**src/rtl/noc_pkg.sv**
```systemverilog
// Shared NoC router definitions: flit type encoding, flit type field
// position, router port indices and the output-port arbiter state type.
package noc_pkg;

  typedef enum logic [1:0] {
    HEAD      = 2'b00,
    BODY      = 2'b01,
    TAIL      = 2'b10,
    HEAD_TAIL = 2'b11
  } flit_type_t;

  localparam int FLIT_TYPE_MSB = 33;
  localparam int FLIT_TYPE_LSB = 32;

  localparam int LOCAL = 0;
  localparam int NORTH = 1;
  localparam int SOUTH = 2;
  localparam int WEST  = 3;
  localparam int EAST  = 4;

  typedef enum logic {
    ARB_IDLE   = 1'b0,
    ARB_LOCKED = 1'b1
  } arb_state_t;

  // A flit that may open a packet.
  function automatic logic is_head(input flit_type_t t);
    return (t == HEAD) || (t == HEAD_TAIL);
  endfunction

  // A flit that closes a packet.
  function automatic logic is_tail(input flit_type_t t);
    return (t == TAIL) || (t == HEAD_TAIL);
  endfunction

endpackage

```
**src/rtl/rr_arbiter.sv**
```systemverilog
// Combinational round-robin arbiter. Picks the first asserted request at or
// after the pointer, wrapping from N-1 to 0.
//   req_i   : request vector
//   ptr_i   : highest-priority index
//   gnt_o   : one-hot grant (zero when no request)
//   idx_o   : binary index of the granted request
//   found_o : at least one request was asserted
module rr_arbiter #(
  parameter int N  = 5,
  parameter int IW = (N > 1) ? $clog2(N) : 1
) (
  input  logic [N-1:0]  req_i,
  input  logic [IW-1:0] ptr_i,
  output logic [N-1:0]  gnt_o,
  output logic [IW-1:0] idx_o,
  output logic          found_o
);

  function automatic int wrap_idx(input int base, input int off);
    int s;
    s = base + off;
    if (s >= N) s = s - N;
    return s;
  endfunction

  always_comb begin
    logic [IW-1:0] j;
    j       = '0;
    gnt_o   = '0;
    idx_o   = '0;
    found_o = 1'b0;
    for (int k = 0; k < N; k++) begin
      j = IW'(wrap_idx(int'(ptr_i), k));
      if (!found_o && req_i[j]) begin
        found_o  = 1'b1;
        gnt_o[j] = 1'b1;
        idx_o    = j;
      end
    end
  end

endmodule

```
**src/rtl/output_port_arbiter.sv**
```systemverilog
// Wormhole output-port arbiter: grants one router output to one input per
// packet with round-robin fairness and forwards flits with valid/ready.
//   clk, arst : clock, asynchronous active-low reset
//   req_i     : per-input request for this output
//   valid_i   : per-input flit valid
//   flit_i    : per-input flits, input 0 in the LSBs
//   ready_o   : per-input ready (only the owner sees ready_i)
//   flit_o    : forwarded flit, valid_o : forwarded valid
//   ready_i   : downstream ready
//   grant_o   : one-hot owner, zero when idle
//   busy_o    : locked to a packet
//   err_o     : sticky, a head flit arrived inside a packet
//
// state      | meaning
// ARB_IDLE   | no owner; arbitrate among head-flit candidates
// ARB_LOCKED | owner fixed until its tail flit transfers
module output_port_arbiter
  import noc_pkg::*;
#(
  parameter int N_INPUTS   = 5,
  parameter int FLIT_WIDTH = 34
) (
  input  logic                           clk,
  input  logic                           arst,
  input  logic [N_INPUTS-1:0]            req_i,
  input  logic [N_INPUTS-1:0]            valid_i,
  input  logic [N_INPUTS*FLIT_WIDTH-1:0] flit_i,
  output logic [N_INPUTS-1:0]            ready_o,
  output logic [FLIT_WIDTH-1:0]          flit_o,
  output logic                           valid_o,
  input  logic                           ready_i,
  output logic [N_INPUTS-1:0]            grant_o,
  output logic                           busy_o,
  output logic                           err_o
);

  localparam int IW = (N_INPUTS > 1) ? $clog2(N_INPUTS) : 1;

  arb_state_t            state_q, state_d;
  logic [IW-1:0]         gidx_q, gidx_d;
  logic [N_INPUTS-1:0]   grant_q, grant_d;
  logic [IW-1:0]         rr_q, rr_d;
  logic                  err_q, err_d;
  logic                  first_q, first_d;

  logic [N_INPUTS-1:0]   cand;
  logic [N_INPUTS-1:0]   arb_gnt;
  logic [IW-1:0]         arb_idx;
  logic                  arb_found;
  logic [FLIT_WIDTH-1:0] sel_flit;
  logic                  sel_valid;
  flit_type_t            sel_type;

  always_comb begin
    cand = '0;
    for (int i = 0; i < N_INPUTS; i++) begin
      cand[i] = req_i[i] & valid_i[i] &
                is_head(flit_type_t'(flit_i[i*FLIT_WIDTH+FLIT_TYPE_LSB +: 2]));
    end
  end

  rr_arbiter #(.N(N_INPUTS), .IW(IW)) u_rr (
    .req_i   (cand),
    .ptr_i   (rr_q),
    .gnt_o   (arb_gnt),
    .idx_o   (arb_idx),
    .found_o (arb_found)
  );

  always_comb begin
    sel_flit  = '0;
    sel_valid = 1'b0;
    for (int i = 0; i < N_INPUTS; i++) begin
      if (gidx_q == IW'(i)) begin
        sel_flit  = flit_i[i*FLIT_WIDTH +: FLIT_WIDTH];
        sel_valid = valid_i[i];
      end
    end
  end

  assign sel_type = flit_type_t'(sel_flit[FLIT_TYPE_MSB:FLIT_TYPE_LSB]);

  always_comb begin
    state_d = state_q;
    gidx_d  = gidx_q;
    grant_d = grant_q;
    rr_d    = rr_q;
    err_d   = err_q;
    first_d = first_q;
    flit_o  = '0;
    valid_o = 1'b0;
    ready_o = '0;
    grant_o = '0;
    busy_o  = 1'b0;
    unique case (state_q)
      ARB_IDLE: begin
        if (arb_found) begin
          state_d = ARB_LOCKED;
          gidx_d  = arb_idx;
          grant_d = arb_gnt;
          first_d = 1'b1;
        end
      end
      ARB_LOCKED: begin
        busy_o  = 1'b1;
        grant_o = grant_q;
        flit_o  = sel_flit;
        valid_o = sel_valid;
        ready_o = grant_q & {N_INPUTS{ready_i}};
        if (sel_valid && ready_i) begin
          first_d = 1'b0;
          // A head after the packet's first flit is a protocol error; the
          // flit is still forwarded and the lock is kept unless it is a tail.
          if (is_head(sel_type) && !first_q) err_d = 1'b1;
          if (is_tail(sel_type)) begin
            state_d = ARB_IDLE;
            grant_d = '0;
            // Pointer moves only on packet completion, past the finished owner.
            rr_d    = (gidx_q == IW'(N_INPUTS-1)) ? '0 : gidx_q + IW'(1);
          end
        end
      end
      default: state_d = ARB_IDLE;
    endcase
  end

  always_ff @(posedge clk or negedge arst) begin
    if (!arst) begin
      state_q <= ARB_IDLE;
      gidx_q  <= '0;
      grant_q <= '0;
      rr_q    <= '0;
      err_q   <= 1'b0;
      first_q <= 1'b0;
    end else begin
      state_q <= state_d;
      gidx_q  <= gidx_d;
      grant_q <= grant_d;
      rr_q    <= rr_d;
      err_q   <= err_d;
      first_q <= first_d;
    end
  end

  assign err_o = err_q;

endmodule

```
**config.mk**
```make
export PLATFORM = sky130hd
export DESIGN_NAME = output_port_arbiter
export DESIGN_NICKNAME = d
export VERILOG_FILES = /design/src/rtl/noc_pkg.sv /design/src/rtl/rr_arbiter.sv /design/src/rtl/output_port_arbiter.sv
export SDC_FILE = /design/constraint.sdc
export NUM_CORES = 1
export LEC_CHECK = 0
export ABC_AREA = 1
export CORE_MARGIN = 10
export CORE_UTILIZATION = 42
export CTS_CLUSTER_DIAMETER = 30
export DETAILED_ROUTE_END_ITERATION = 8
export GPL_TIMING_DRIVEN = 0
export PLACE_DENSITY_LB_ADDON = 0.25
export SLEW_MARGIN = 20
export SYNTH_ARGS = -nofsm -noshare
export SYNTH_HDL_FRONTEND = slang
export SYNTH_HIERARCHICAL = 1
export SYNTH_SLANG_ARGS = --single-unit
export TNS_END_PERCENT = 10
```
**constraint.sdc**
```tcl
create_clock -name clk -period 6 [get_ports clk]
set_clock_uncertainty 0.05 [all_clocks]
set_input_delay 1.2 -clock clk [delete_from_list [all_inputs] [get_ports clk]]
set_output_delay 1.2 -clock clk [all_outputs]
set_load 0.01 [all_outputs]
```
# After elaboration in Yosys (flattened, before gate mapping)
# Cells that the tools add are included.
# W data, S select, Z words.
[word_totals]
input_bits = 183
word_cells = 163
ff_bits = 14
out_inout_bits = 47
[op_classes]
magnitude_cmp = 15
n_eq_ne = 14
bitwise_logic = 16
add_sub_neg = 10
reduce_logical = 35
n_mux = 67
[ops]
columns = ["cell", "n"]
rows = [
  ["$mux W34", 6],
  ["$mux W5", 10],
  ["$mux W3", 11],
  ["$mux W1", 27],
  ["$lt A3 B4 Y1 const B", 5],
  ["$or A5 B5 Y5", 4],
  ["$ge A4 B3 Y1 const B", 4],
  ["$bmux W1 S3", 5],
  ["$demux W1 S3", 5],
  ["$ge A3 B1 Y1 const B", 5],
  ["$sub A3 B3 Y3 const B", 5],
  ["$eq A2 B2 Y1 const B", 7],
  ["$logic_not A2 Y1", 6],
  ["$logic_and A1 B1 Y1", 11],
  ["$and A1 B1 Y1", 10],
  ["$pmux W5 S2", 1],
  ["$reduce_and A3 Y1", 3],
  ["$add A3 B2 Y4 const B", 2],
  ["$logic_or A1 B1 Y1", 7],
  ["$eq A3 B2 Y1 const B", 2],
  ["$and A5 B5 Y5", 1],
  ["$logic_not A1 Y1", 5],
  ["$add A3 B1 Y4 const B", 1],
  ["$add A3 B3 Y4 const B", 1],
  ["10 further kinds", 13],
]

# Depth between registers and ports, before layout
# Gate-level depths: netlist of the first run.
[logic_depth]
depth_word = 20
mapped_depth = 20

# By module
# Netlist of the first run, hierarchy kept.
[modules_own_cells]
columns = ["mod", "n_inst", "area_per_inst_um2", "cells_each"]
rows = [
  ["output_port_arbiter", 1, 2582.5, 470],
  ["rr_arbiter", 1, 1196.1, 219],
]

# Worst setup path before layout of the first run
# No wires, ideal clock.
[synth_timing]
path_kind = "input port to output port"
from = "in valid_i[0]"
to = "out valid_o"
path_stages = 8
slack_ps = 2985
t_arrival_ps = 1765
n_path_buf = 0
cell_sequence = "inv_1 -> nor2_1 -> nand2_1 -> nand3_1 -> nand2_1 -> nand2_2 -> o21ai_0 -> nor2_1"
[synth_via]
elab_chain_len = 6
[synth_rtl]
columns = ["element", "line_no", "text"]
rows = [
  ["from (decl)", "output_port_arbiter.sv:26", "input logic [N_INPUTS-1:0] valid_i,"],
  ["$mux W1 (5 in a row)", "output_port_arbiter.sv:74", "if (gidx_q == IW'(i)) begin"],
  ["$mux W1", "output_port_arbiter.sv:95", "unique case (state_q)"],
  ["to (decl)", "output_port_arbiter.sv:30", "output logic valid_o,"],
]
# Every way passes these cells.

# Worst setup path after layout of the first run
# Ends and elaborated chain as after synthesis.

==> results.txt, run 1 <==
The total number of placement rows is 34. After detailed routing, the number of vias per cell comes to 5.44. The number of filler cells placed in the layout is 786. The initial antenna violation count is 0. The largest net degree at the start of global routing came out at 15. The total grt overflow came out at 0.

Traced cell by cell, the critical path runs through clkdlybuf4s50_1 -> inv_1 -> nor2_1 -> nand2_1 -> nand3_1 -> nand2_1 -> nand2_2 -> o21ai_0 -> nor2_1 -> clkdlybuf4s50_1. Setup repair after global routing left no endpoint under its margin. The final hold violation count is 0. In this run the number of H-tree levels came out at 1. The switching part of the total is 56.8%. The share of the yosys chip area belonging to registers is 9.27%. The total via count after detailed routing came out at 5,612. The die footprint came out at 13,200 µm². The number of hold buffers added after CTS was 0. The first routing iteration left 569 violations.

The worst setup path is captured at an output port. The detailed-route wire length is a little over 20,000 µm. The share of layout cells above drive strength 1 is about 6.4%. In this run, placement finished with an instance count of 1,026.

The initial utilization of the core area, before any placement, comes to 43.3%. The number of instances in the synthesized netlist came out at roughly 690. The final worst slack came out at 1.82 ns.

The final critical-path required period came out at 4.18 ns. Once the clock tree was built, the setup fixing pass inserted 0 buffers. The flip-flop and latch count after synthesis came out at 14. The average instance in the mapped netlist occupies 5.48 µm². Of all nets on the critical path, the largest fanout is 3. The number of buffers created by CTS came out at 3.

The maximum VDD drop is roughly 0.35 mV. The transition time at the pin with the least slew margin is 0.703 ns. The HPWL after detailed placement is ~17,000 µm. The Yosys warning count is 6. The maximum operating frequency is 239 MHz. The power spent charging and discharging nets is 2.05 mW. For this design, the sink count on the clock tree is 14. The number of global-route vias before repair came to ~5,300. During I/O placement, the number of pins put on the boundary was between 200 and 250. Input and output buffers added on the ports amount to 229.

The clock insertion delay at the later pin of the skew report is around 0.25 ns. Of the total power, registers draw 5.0%. The aggregate negative setup slack came out at 0 ns.

The core outline area is 8720 µm². The analysis attributes to cell leakage a power of 2.89 nW. The standard cell area after detailed placement came out at 6210 µm². The remaining antenna violation count is 0.

The data arrival time of the worst path came out at 2.93 ns. The cell sitting at the root of the clock tree is a sky130_fd_sc_hd__clkbuf_8. The maximum count of clock buffers along a single path came out at 2. The first-pass GRT wire length is 30,400 µm. The average wire per standard cell is just under 20 µm. The setup check on the worst reg-to-reg path leaves a slack of 2.58 ns. The final clock period utilization by the worst path came out at around 70%. The share of total power dissipated in combinational logic is around 92%. The portion of total power attributed to the clock network came out at 2.6%.

The number of nets in the final layout came out at 1,123. The first detailed-routing pass ran for 5 iterations. The count of max-cap constraint violations came out at 0. Setup violations remaining at the end of the flow were counted as 0.

The worst setup timing slack at the placement stage is 1.83 ns. The CTS tree is done. The post-route cell area came out at 6270 µm².

The count of unique library cells instantiated by Yosys came out at 39. The critical path required time came out at between 4 and 5 ns. The final cell count without fillers is roughly 1,000. The global-route total usage across every layer is 28.3%. The area added between synthesis and finish came out at 65.8%. The chip height came out at between 100 and 150 µm.

The global placement routability congestion is 1.00. For this run, design rule violations remaining after detail routing come to 0. The clock input transition at the sequential cells of the worst setup and hold paths came out at ~0.060 ns. The total power density per cell area came out at about 580 nW/µm². The flow ran to the end, and the final reports show no timing, DRC or antenna violations. The number of nets in the synthesized netlist is 889.

The setup path with the least slack is of type in2out. The path class of the tightest hold or removal check is reg2reg. The number of pins exceeding their max-slew limit in the final report is 0. The worst setup path is launched from an input port. The die boundary width is 115 µm. The slowest cell on the critical path is sky130_fd_sc_hd__clkdlybuf4s50_1. The internal power of the cells totals 1.56 mW.

After synthesis the cells add up to roughly 3800 µm². The remaining max-slew budget at the tightest pin came out at 53.1%. The delay of the slowest cell on the worst path came out at 0.59 ns.

The total of cells resized after clock tree synthesis is 0.
[power by group through the flow]
| stage | Combinational, mW | Clock [mW] | Sequential, mW |
|---|---|---|---|
| final | 3.34 | 0.0945 | 0.181 |
| after detailed placement | 3.29 | 0 | 0.183 |
| after CTS | 3.30 | 0.0937 | 0.181 |
| after floorplan | 2.03 | 0 | 0.172 |
| after global placement | 3.22 | 0 | 0.179 |
| after global routing | 3.63 | 0.0970 | 0.188 |
[registers in the layout, summed over array words and instances, names as in the netlist]
signal / count
rr_q: 3
state_q: 1
first_q: 1
gidx_q: 3
err_o: 1
grant_q: 5
[cells by family after synthesis]
| group | count (synthesis) | synth area share, % |
|---|---|---|
| compound gates | 132 | 20.7 |
| xor+xnor | 8 | 2.55 |
| fa+ha+maj | 17 | 5.83 |
| buf+inv | 123 | 14.1 |
| flops | 14 | 9.27 |
| simple gates | 395 | 47.6 |
[Yosys cell counts]
master,number,area [µm²]
sky130_fd_sc_hd__nand3b_1,4,30.0
sky130_fd_sc_hd__clkbuf_1,18,67.6
sky130_fd_sc_hd__inv_2,5,18.8
sky130_fd_sc_hd__nand2_2,6,37.5
sky130_fd_sc_hd__a21oi_2,1,8.76
sky130_fd_sc_hd__or2_0,1,6.26
sky130_fd_sc_hd__nand3_1,109,546
sky130_fd_sc_hd__nor3_1,4,20.0
sky130_fd_sc_hd__a21boi_0,1,7.51
sky130_fd_sc_hd__xor2_4,1,27.5
sky130_fd_sc_hd__ha_1,16,200
sky130_fd_sc_hd__nand3_2,5,50.1
sky130_fd_sc_hd__dfrtp_1,14,350
sky130_fd_sc_hd__nand4_2,1,12.5
sky130_fd_sc_hd__xnor2_1,1,8.76
sky130_fd_sc_hd__nand4_1,8,50.1
sky130_fd_sc_hd__nand2_1,207,777
sky130_fd_sc_hd__inv_6,1,8.76
sky130_fd_sc_hd__nor2_4,4,45.0
sky130_fd_sc_hd__nor2_2,1,6.26
sky130_fd_sc_hd__o21ai_0,48,240
sky130_fd_sc_hd__and2_1,1,6.26
sky130_fd_sc_hd__o21ai_2,5,43.8
sky130_fd_sc_hd__or2_2,1,6.26
sky130_fd_sc_hd__inv_1,78,293
sky130_fd_sc_hd__fa_1,1,20.0
sky130_fd_sc_hd__xor2_2,1,16.3
sky130_fd_sc_hd__o21ai_1,3,15.0
sky130_fd_sc_hd__a21oi_1,35,175
sky130_fd_sc_hd__clkinv_1,2,7.51
sky130_fd_sc_hd__buf_4,4,30.0
sky130_fd_sc_hd__nand2_4,2,22.5
sky130_fd_sc_hd__nor2_1,39,146
sky130_fd_sc_hd__o21bai_1,1,7.51
sky130_fd_sc_hd__o211ai_1,38,285
sky130_fd_sc_hd__buf_2,10,50.1
sky130_fd_sc_hd__xor2_1,5,43.8
sky130_fd_sc_hd__buf_6,5,56.3
sky130_fd_sc_hd__nand3_4,2,35.0
[path summary, 6_finish.rpt]
check | cells after the start | endpoint | start
hold reg to reg | 2 | grant_q[0]$_DFFE_PN0P_ | grant_q[0]$_DFFE_PN0P_
min in group asynchronous | 1 | grant_q[4]$_DFFE_PN0P_ | arst
setup reg to reg | 19 | first_q$_DFFE_PN0P_ | rr_q[0]$_DFFE_PN0P_
max in group asynchronous | 1 | rr_q[2]$_DFFE_PN0P_ | arst
hold / removal | 2 | grant_q[0]$_DFFE_PN0P_ | grant_q[0]$_DFFE_PN0P_
setup / recovery | 10 | valid_o | valid_i[0]
[cell type report]
| class | instances | area (µm²) | share of cell area, % |
|---|---|---|---|
| antenna | 2 | 5.00 | 0.0799 |
| clock buffer | 4 | 55.1 | 0.879 |
| buffer | 37 | 204 | 3.25 |
| inverter | 86 | 328 | 5.23 |
| sequential | 14 | 350 | 5.59 |
| timing repair buffer | 229 | 2290 | 36.6 |
| multi-input combinational | 552 | 2900 | 46.2 |
| tap | 108 | 135 | 2.16 |
[routing by layer]
metal	vias up	wire length [µm]	share of wire [%]	track usage [%]
met5	-	0	0	0
met1	2534	7990	40	34.7
met2	296	9860	49	48.4
met4	0	459	2.3	7.34
li1	2746	-	-	-
met3	36	1870	9.3	6.46
[critical path: cells and delay by family]
kind / cells / cell delay, ns
AND/OR/NAND/NOR: 6 / 0.49
buffers and inverters: 3 / 1.14
AO/OA/AOI/OAI: 1 / 0.09
[layout by cell type (no fill, tap or decap), types with 2 or more instances in the layout]
cell                              instances
sky130_fd_sc_hd__clkbuf_8                 4
sky130_fd_sc_hd__o211ai_1                38
sky130_fd_sc_hd__nand3_4                  2
sky130_fd_sc_hd__o21ai_1                  3
sky130_fd_sc_hd__o21ai_2                  5
sky130_fd_sc_hd__inv_1                   78
sky130_fd_sc_hd__buf_2                   10
sky130_fd_sc_hd__xor2_1                   5
sky130_fd_sc_hd__diode_2                  2
sky130_fd_sc_hd__nand3_1                109
sky130_fd_sc_hd__a21oi_1                 35
sky130_fd_sc_hd__clkbuf_1                18
sky130_fd_sc_hd__inv_2                    5
sky130_fd_sc_hd__buf_6                    5
sky130_fd_sc_hd__nand3_2                  5
sky130_fd_sc_hd__nand2_2                  6
sky130_fd_sc_hd__clkinv_1                 2
sky130_fd_sc_hd__nand2_1                207
sky130_fd_sc_hd__nor3_1                   4
sky130_fd_sc_hd__nand4_1                  8
sky130_fd_sc_hd__nor2_4                   4
sky130_fd_sc_hd__clkdlybuf4s50_1        229
sky130_fd_sc_hd__buf_4                    4
sky130_fd_sc_hd__nor2_1                  39
sky130_fd_sc_hd__o21ai_0                 48
sky130_fd_sc_hd__nand2_4                  2
sky130_fd_sc_hd__nand3b_1                 4
sky130_fd_sc_hd__dfrtp_1                 14
sky130_fd_sc_hd__ha_1                    16
[stage by stage]
stage | hold slack, ns | util, % | total power, mW
3_3_place_gp | 0.436 | 71.2 | 3.40
3_5_place_dp | 0.446 | 71.2 | 3.47
2_1_floorplan | 0.418 | - | 2.20
4_1_cts | 0.460 | 71.8 | 3.57
6_report | 0.461 | 71.9 | 3.62
5_1_grt | 0.489 | 71.8 | 3.92
No activity file was read; power rests on OpenSTA's default activity.
==> run 2, diff against run 1 <==
--- a/config.mk
+++ b/config.mk
@@ -7,7 +7,7 @@
 export LEC_CHECK = 0
 export ABC_AREA = 1
 export CORE_MARGIN = 10
-export CORE_UTILIZATION = 42
+export CORE_UTILIZATION = 39
 export CTS_CLUSTER_DIAMETER = 30
 export DETAILED_ROUTE_END_ITERATION = 8
 export GPL_TIMING_DRIVEN = 0
==> constraint.sdc (replaced) <==
create_clock -name clk -period 4.4 [get_ports clk]
set_clock_uncertainty 0.05 [all_clocks]
set_input_delay 0.88 -clock clk [delete_from_list [all_inputs] [get_ports clk]]
set_output_delay 0.88 -clock clk [all_outputs]
set_load 0.01 [all_outputs]
==> results.txt, run 2 (synthesis results as in run 1) <==
The run finished with clean final reports. In this run the worst hold path is classified as reg2reg. The total via count after detailed routing came out at 5,538. The number of buffers created by CTS came out at 3. The total of cells resized after clock tree synthesis is 0. The final critical-path required period is between 3 and 4 ns. In this run the static leakage power is 2.89 nW.

The buffers plus inverters on the worst setup path is 4. Entering global routing, the biggest net connects 15 pins. The chip height came out at 118 µm.

The final layout contains 1,123 nets. Setup repair after global routing left no endpoint under its margin. Leaving out fill and tap cells, the most frequent cells in the layout are 229 x sky130_fd_sc_hd__clkdlybuf4s50_1, 207 x sky130_fd_sc_hd__nand2_1, 109 x sky130_fd_sc_hd__nand3_1, 78 x sky130_fd_sc_hd__inv_1, 48 x sky130_fd_sc_hd__o21ai_0. The critical path required time came out at 3.47 ns. The first detailed-routing pass ran for 6 iterations. Pin placement for this block handled 230 I/O pins. The worst setup timing slack at the placement stage is ~0.89 ns. The transition time at the pin with the least slew margin came out at 0.663 ns. The maximum operating frequency is 272 MHz.

The number of placed instances, taps included, is around 1,000. The beginning of the worst hold path is err_o$_DFFE_PN0P_. The floorplan has 35 rows.

The top fanout value on the critical path is 10. STA classifies the critical path startpoint as a flip-flop. From synthesis to final layout, the design area changed by 66.5%.

The total of endpoints with negative setup slack in the final report came out at 0. The floorplan step set the die width to 118 µm. The final cell count without fillers came out at approximately 1,100. TritonCTS built the clock tree.

The total power density per cell area is 776 nW/µm². The final hold violation count is 0. The detailed-route wire length came out at 19,400 µm.

Leaving out fill and tap cells, the most frequent cell in the layout is sky130_fd_sc_hd__clkdlybuf4s50_1. The remaining max-slew budget at the tightest pin is 55.7%. The remaining antenna violation count is 0. CTS built an H-tree with a depth of 1. STA classifies the critical path endpoint as an output port. The initial utilization of the core area, before any placement, comes to 40.5%. The remaining design rule violation count is 0. The maximum VDD drop is 0.598 mV. Grouping stages by cell kind, the critical path spends the most delay in buffers and inverters. The final clock period utilization by the worst path came out at 83.7%. The die footprint is 14,000 µm². Clock-pin slew was measured on the worst setup and hold paths at 0.06 ns. The number of cells on the worst reg-to-reg path came out at 19.

The number of global-route vias before repair came out at around 4,900. In the final layout, the registers with the most flip-flops are grant_q: 5 flops, gidx_q: 3 flops, rr_q: 3 flops. The share of layout cells above drive strength 1 came out at 6.40%. The number of sinks driven by the clock tree is 14. The number of DRC markers in iteration 0 came out at between 700 and 800. The clock reaches the later pin of the worst-skew pair after 0.25 ns. The number of cells on the worst hold path is 1. The aggregate negative setup slack came out at 0 ns.

The initial antenna violation count is 2. Hold repair after CTS inserted 0 buffers. The critical path starts at gidx_q[0]$_DFFE_PN0P_. The final worst slack came out at 0.718 ns. The register with the most flip-flops in the layout has 5 of them.

The count of max-cap constraint violations came out at 0. The setup fix buffers added after clock tree synthesis is 0. The global placement routability congestion came out at approximately 0.94. After global routing the overflow that remains totals 0. The number of pins exceeding their max-slew limit in the final report was 0. The core outline area came out at 9330 µm².

The root buffer cell chosen for the clock tree is sky130_fd_sc_hd__clkbuf_8. The register ranked first by flip-flop count is grant_q. The global-route total usage across every layer is 25.8%. The maximum count of clock buffers along a single path is 2. The first global-routing pass estimated 29,500 µm of wire. The count of input and output buffers is 229. The slowest cell on the critical path is sky130_fd_sc_hd__clkdlybuf4s50_1. Walking the worst path, the cells encountered are ha_1 -> ha_1 -> buf_2 -> inv_2 -> clkbuf_1 -> o211ai_1 -> a21oi_1 -> clkdlybuf4s50_1. The logic depth of the worst setup path including buffers is 8.

At the worst endpoint, the arrival time is 2.75 ns. Dividing the detail-routed wire length by the instance count gives 18.5 µm. The kind of critical path is reg2out. The HPWL after detailed placement is between 15,000 and 20,000 µm. The largest single stage delay on the critical path is approximately 0.55 ns. The routed via count divided by cell count is 5.26. In this run the critical register-to-register path is launched from rr_q[0]$_DFFE_PN0P_. The cell that appears most often on the critical path is sky130_fd_sc_hd__ha_1.
## run 2: per-layer routing
layer	track usage, %	share of wire [%]
met4	2.82	0.90
met3	5.66	9.1
met1	31.3	40
met5	0	0
met2	46.7	50
## run 2: power breakdown
| part | leakage (nW) | internal, mW | switching, mW | total (mW) |
|---|---|---|---|---|
| combinational | 2.68 | 1.87 | 2.63 | 4.51 |
| sequential | 0.175 | 0.180 | 0.0628 | 0.243 |
| clock | 0.0288 | 0.0793 | 0.0485 | 0.128 |
## run 2: final cells by class
| cell class | count | area [µm²] |
|---|---|---|
| clock buffer | 4 | 55.1 |
| inverter | 86 | 328 |
| fill | 871 | 3040 |
| multi-input combinational | 552 | 2900 |
| timing repair buffer | 229 | 2290 |
| tap | 129 | 161 |
| buffer | 37 | 204 |
| sequential | 14 | 350 |
| antenna | 2 | 5.00 |
## run 2: final timing paths
kind,end,slack (ns)
worst max-delay path,flit_o[6],0.72
worst min-delay path,err_o$_DFFE_PN0P_,0.45
worst max register to register,first_q$_DFFE_PN0P_,1.02
worst min register to register,err_o$_DFFE_PN0P_,0.45
max in group asynchronous,state_q$_DFF_PN0_,2.89
min in group asynchronous,rr_q[2]$_DFFE_PN0P_,0.99
## run 2: through the flow
stage	hold slack (ns)	instance area (µm²)	total power, mW	util [%]
after global placement	0.414	6230	4.66	66.8
after detailed placement	0.437	6230	4.70	66.8
after floorplan	0.418	3780	3.00	-
final	0.449	6290	4.88	67.5
after global routing	0.471	6290	5.35	67.4
after CTS	0.450	6290	4.85	67.4
==> run 3, diff against run 2 <==
==> constraint.sdc (replaced) <==
create_clock -name clk -period 3.6 [get_ports clk]
set_clock_uncertainty 0.05 [all_clocks]
set_input_delay 0.72 -clock clk [delete_from_list [all_inputs] [get_ports clk]]
set_output_delay 0.72 -clock clk [all_outputs]
set_load 0.01 [all_outputs]
==> results.txt, run 3 (synthesis results as in run 1) <==
The flow ran to the end, and the final reports show no timing, DRC or antenna violations. The HPWL after detailed placement came out at 16,300 µm. Per report_power, the sequential group accounts for 5.0% of the total. 230 I/O pins were placed.

For the worst-skew pair, the clock arrives at the later sink with an insertion delay of approximately 0.25 ns. After global routing the overflow that remains totals 0. In this run the number of H-tree levels came out at 1. The total leakage power came out at 2.89 nW.

The detailed-route wire length is around 19,000 µm. The root buffer cell chosen for the clock tree is sky130_fd_sc_hd__clkbuf_8. After clock tree synthesis, the clock-pin slew on the worst setup and hold paths is about 0.070 ns. The register with the most flip-flops in the final layout is grant_q. After detailed routing, the number of vias per cell comes to 5.29. For this configuration, the core starts out at a cell density of 40.5%. The number of iterations in the first detailed-routing pass came out at 8.

Setup repair after global routing could not meet its margin everywhere. Combinational cells account for about 92% of the total power. The largest registers in the layout are grant_q: 5 flops, gidx_q: 3 flops, rr_q: 3 flops. In the layout the commonest cells are 229 x sky130_fd_sc_hd__clkdlybuf4s50_1, 206 x sky130_fd_sc_hd__nand2_1, 109 x sky130_fd_sc_hd__nand3_1, 78 x sky130_fd_sc_hd__inv_1, 48 x sky130_fd_sc_hd__o21ai_0. The final hold violation count came out at 0. The clock net in this run drives a total of 14 sinks. The share of the core filled with cells is 67.5%.

At the end of the flow, the number of nets in the layout was 1,123. The internal power summed over all cells came out at 2.61 mW. Derived from the worst setup path, the maximum achievable clock frequency is between 200 and 300 MHz. The floorplan step defined a die boundary enclosing 14,000 µm². Net switching is between 50 and 60% of the power.

The remaining design rule violation count is 0. The final clock period utilization by the worst path is 97.0%. The kind of critical path is reg2out. The area growth from synthesis to layout is 66.7%. The setup fix buffers added after clock tree synthesis came out at 0.

The transition time at the pin with the least slew margin came out at 0.649 ns. The number of pins exceeding their max-slew limit in the final report is 0. The library cell used most frequently in the layout, excluding fill and tap cells, is sky130_fd_sc_hd__clkdlybuf4s50_1. The number of global-route vias before repair was 4,911. The path class of the tightest hold or removal check is reg2reg.

The top fanout value on the critical path came out at 10. The worst path needs ~3.5 ns of the cycle, external delays included. The maximum count of clock buffers along a single path came out at 2. In this run the horizontal extent of the chip is 118 µm. The chip height came out at 118 µm. The total power density per cell area came out at about 950 nW/µm². Row generation in the floorplan step produced 35 rows. The power spent charging and discharging nets came out at 3.37 mW.

In this run the standard cell core region covers roughly 9300 µm². The average wire per standard cell came out at 18.5 µm. The aggregate negative setup slack is 0 ns. In this run the remaining antenna-violating nets after routing total 0. The worst setup path is launched from a flip-flop. The kind of capture point of the worst setup path is an output port. At the worst endpoint, the arrival time is 2.72 ns. The CTS tree is done. The total via count after detailed routing is 5,570. The count of input and output buffers is 229. VDD sags by at most around 0.73 mV. The number of flip-flops under the largest register name is 5. The remaining max-slew budget at the tightest pin is 56.6%. The initial antenna violation count came to 2. The total of endpoints with negative setup slack in the final report is 0. Across the run, the number of max-cap violations was 0. The first-pass GRT wire length is 29,500 µm. The share of layout cells above drive strength 1 is 6.83%. The number of DRC markers in iteration 0 is 737.

Entering global routing, the biggest net connects 15 pins. Across every metal layer, demand over resource in global routing totals 25.8%. The clock network burns roughly 2.6% of the power. For the worst setup path, the data required time is approximately 2.8 ns. At the end of routability-driven placement, the weighted congestion stood at 0.941. The number of buffers created by CTS came out at 3.
[run 3: layout make-up]
type | instances | area, µm²
antenna | 2 | 5.00
fill | 873 | 3030
timing repair buffer | 229 | 2290
tap | 129 | 161
sequential | 14 | 352
inverter | 86 | 328
clock buffer | 4 | 55.1
buffer | 37 | 206
multi-input combinational | 552 | 2900
[run 3: worst max-delay path, cell delays in order, from the launching register on]
cell and delay, ns:
sky130_fd_sc_hd__dfrtp_1 0.41, sky130_fd_sc_hd__ha_1 0.22, sky130_fd_sc_hd__ha_1 0.18, sky130_fd_sc_hd__buf_2 0.17
sky130_fd_sc_hd__inv_2 0.16, sky130_fd_sc_hd__clkbuf_1 0.41, sky130_fd_sc_hd__o211ai_1 0.20, sky130_fd_sc_hd__a21oi_1 0.17
sky130_fd_sc_hd__clkdlybuf4s50_1 0.56
[run 3: worst paths after layout]
kind	cells past startpoint	start	endpoint	slack [ns]
max in group asynchronous	1	arst	rr_q[1]$_DFFE_PN0P_	2.23
min reg2reg	2	grant_q[4]$_DFFE_PN0P_	grant_q[4]$_DFFE_PN0P_	0.45
min in group asynchronous	1	arst	rr_q[2]$_DFFE_PN0P_	0.82
min	2	grant_q[4]$_DFFE_PN0P_	grant_q[4]$_DFFE_PN0P_	0.45
max reg2reg	19	rr_q[0]$_DFFE_PN0P_	first_q$_DFFE_PN0P_	0.25
max	8	gidx_q[0]$_DFFE_PN0P_	flit_o[31]	0.11
[run 3: repair_timing]
action / 4_1_cts / 5_1_grt
gates resized for setup: 0 / 6
endpoints found under the setup margin: 0 / 10
hold buffers: 0 / 0
[run 3: layer usage]
metal	global-route usage, %	up-vias	part of all wire (%)
met5	0	-	0
met4	2.82	0	0.96
met3	5.66	17	9.7
met2	46.7	297	50
met1	31.3	2507	39
li1	-	2749	-
[run 3: power groups by stage]
| stage | sequential, mW | combinational, mW | clock (mW) |
|---|---|---|---|
| 6_report | 0.298 | 5.53 | 0.156 |
| 5_1_grt | 0.312 | 6.08 | 0.164 |
| 4_1_cts | 0.300 | 5.47 | 0.159 |
| 3_5_place_dp | 0.303 | 5.44 | 0 |
| 3_3_place_gp | 0.297 | 5.40 | 0 |
| 2_1_floorplan | 0.286 | 3.38 | 0 |
[run 3: per-stage QoR]
| stage | setup slack [ns] | total power [mW] | area (µm²) | instances | hold slack, ns |
|---|---|---|---|---|---|
| 3_3_place_gp | 0.277 | 5.69 | 6230 | 1047 | 0.414 |
| 3_5_place_dp | 0.247 | 5.74 | 6230 | 1047 | 0.437 |
| 2_1_floorplan | 0.719 | 3.67 | 3780 | 689 | 0.374 |
| 5_1_grt | -0.0455 | 6.55 | 6300 | 1052 | 0.471 |
| 6_report | 0.107 | 5.98 | 6300 | 1053 | 0.448 |
| 4_1_cts | 0.108 | 5.93 | 6290 | 1051 | 0.450 |
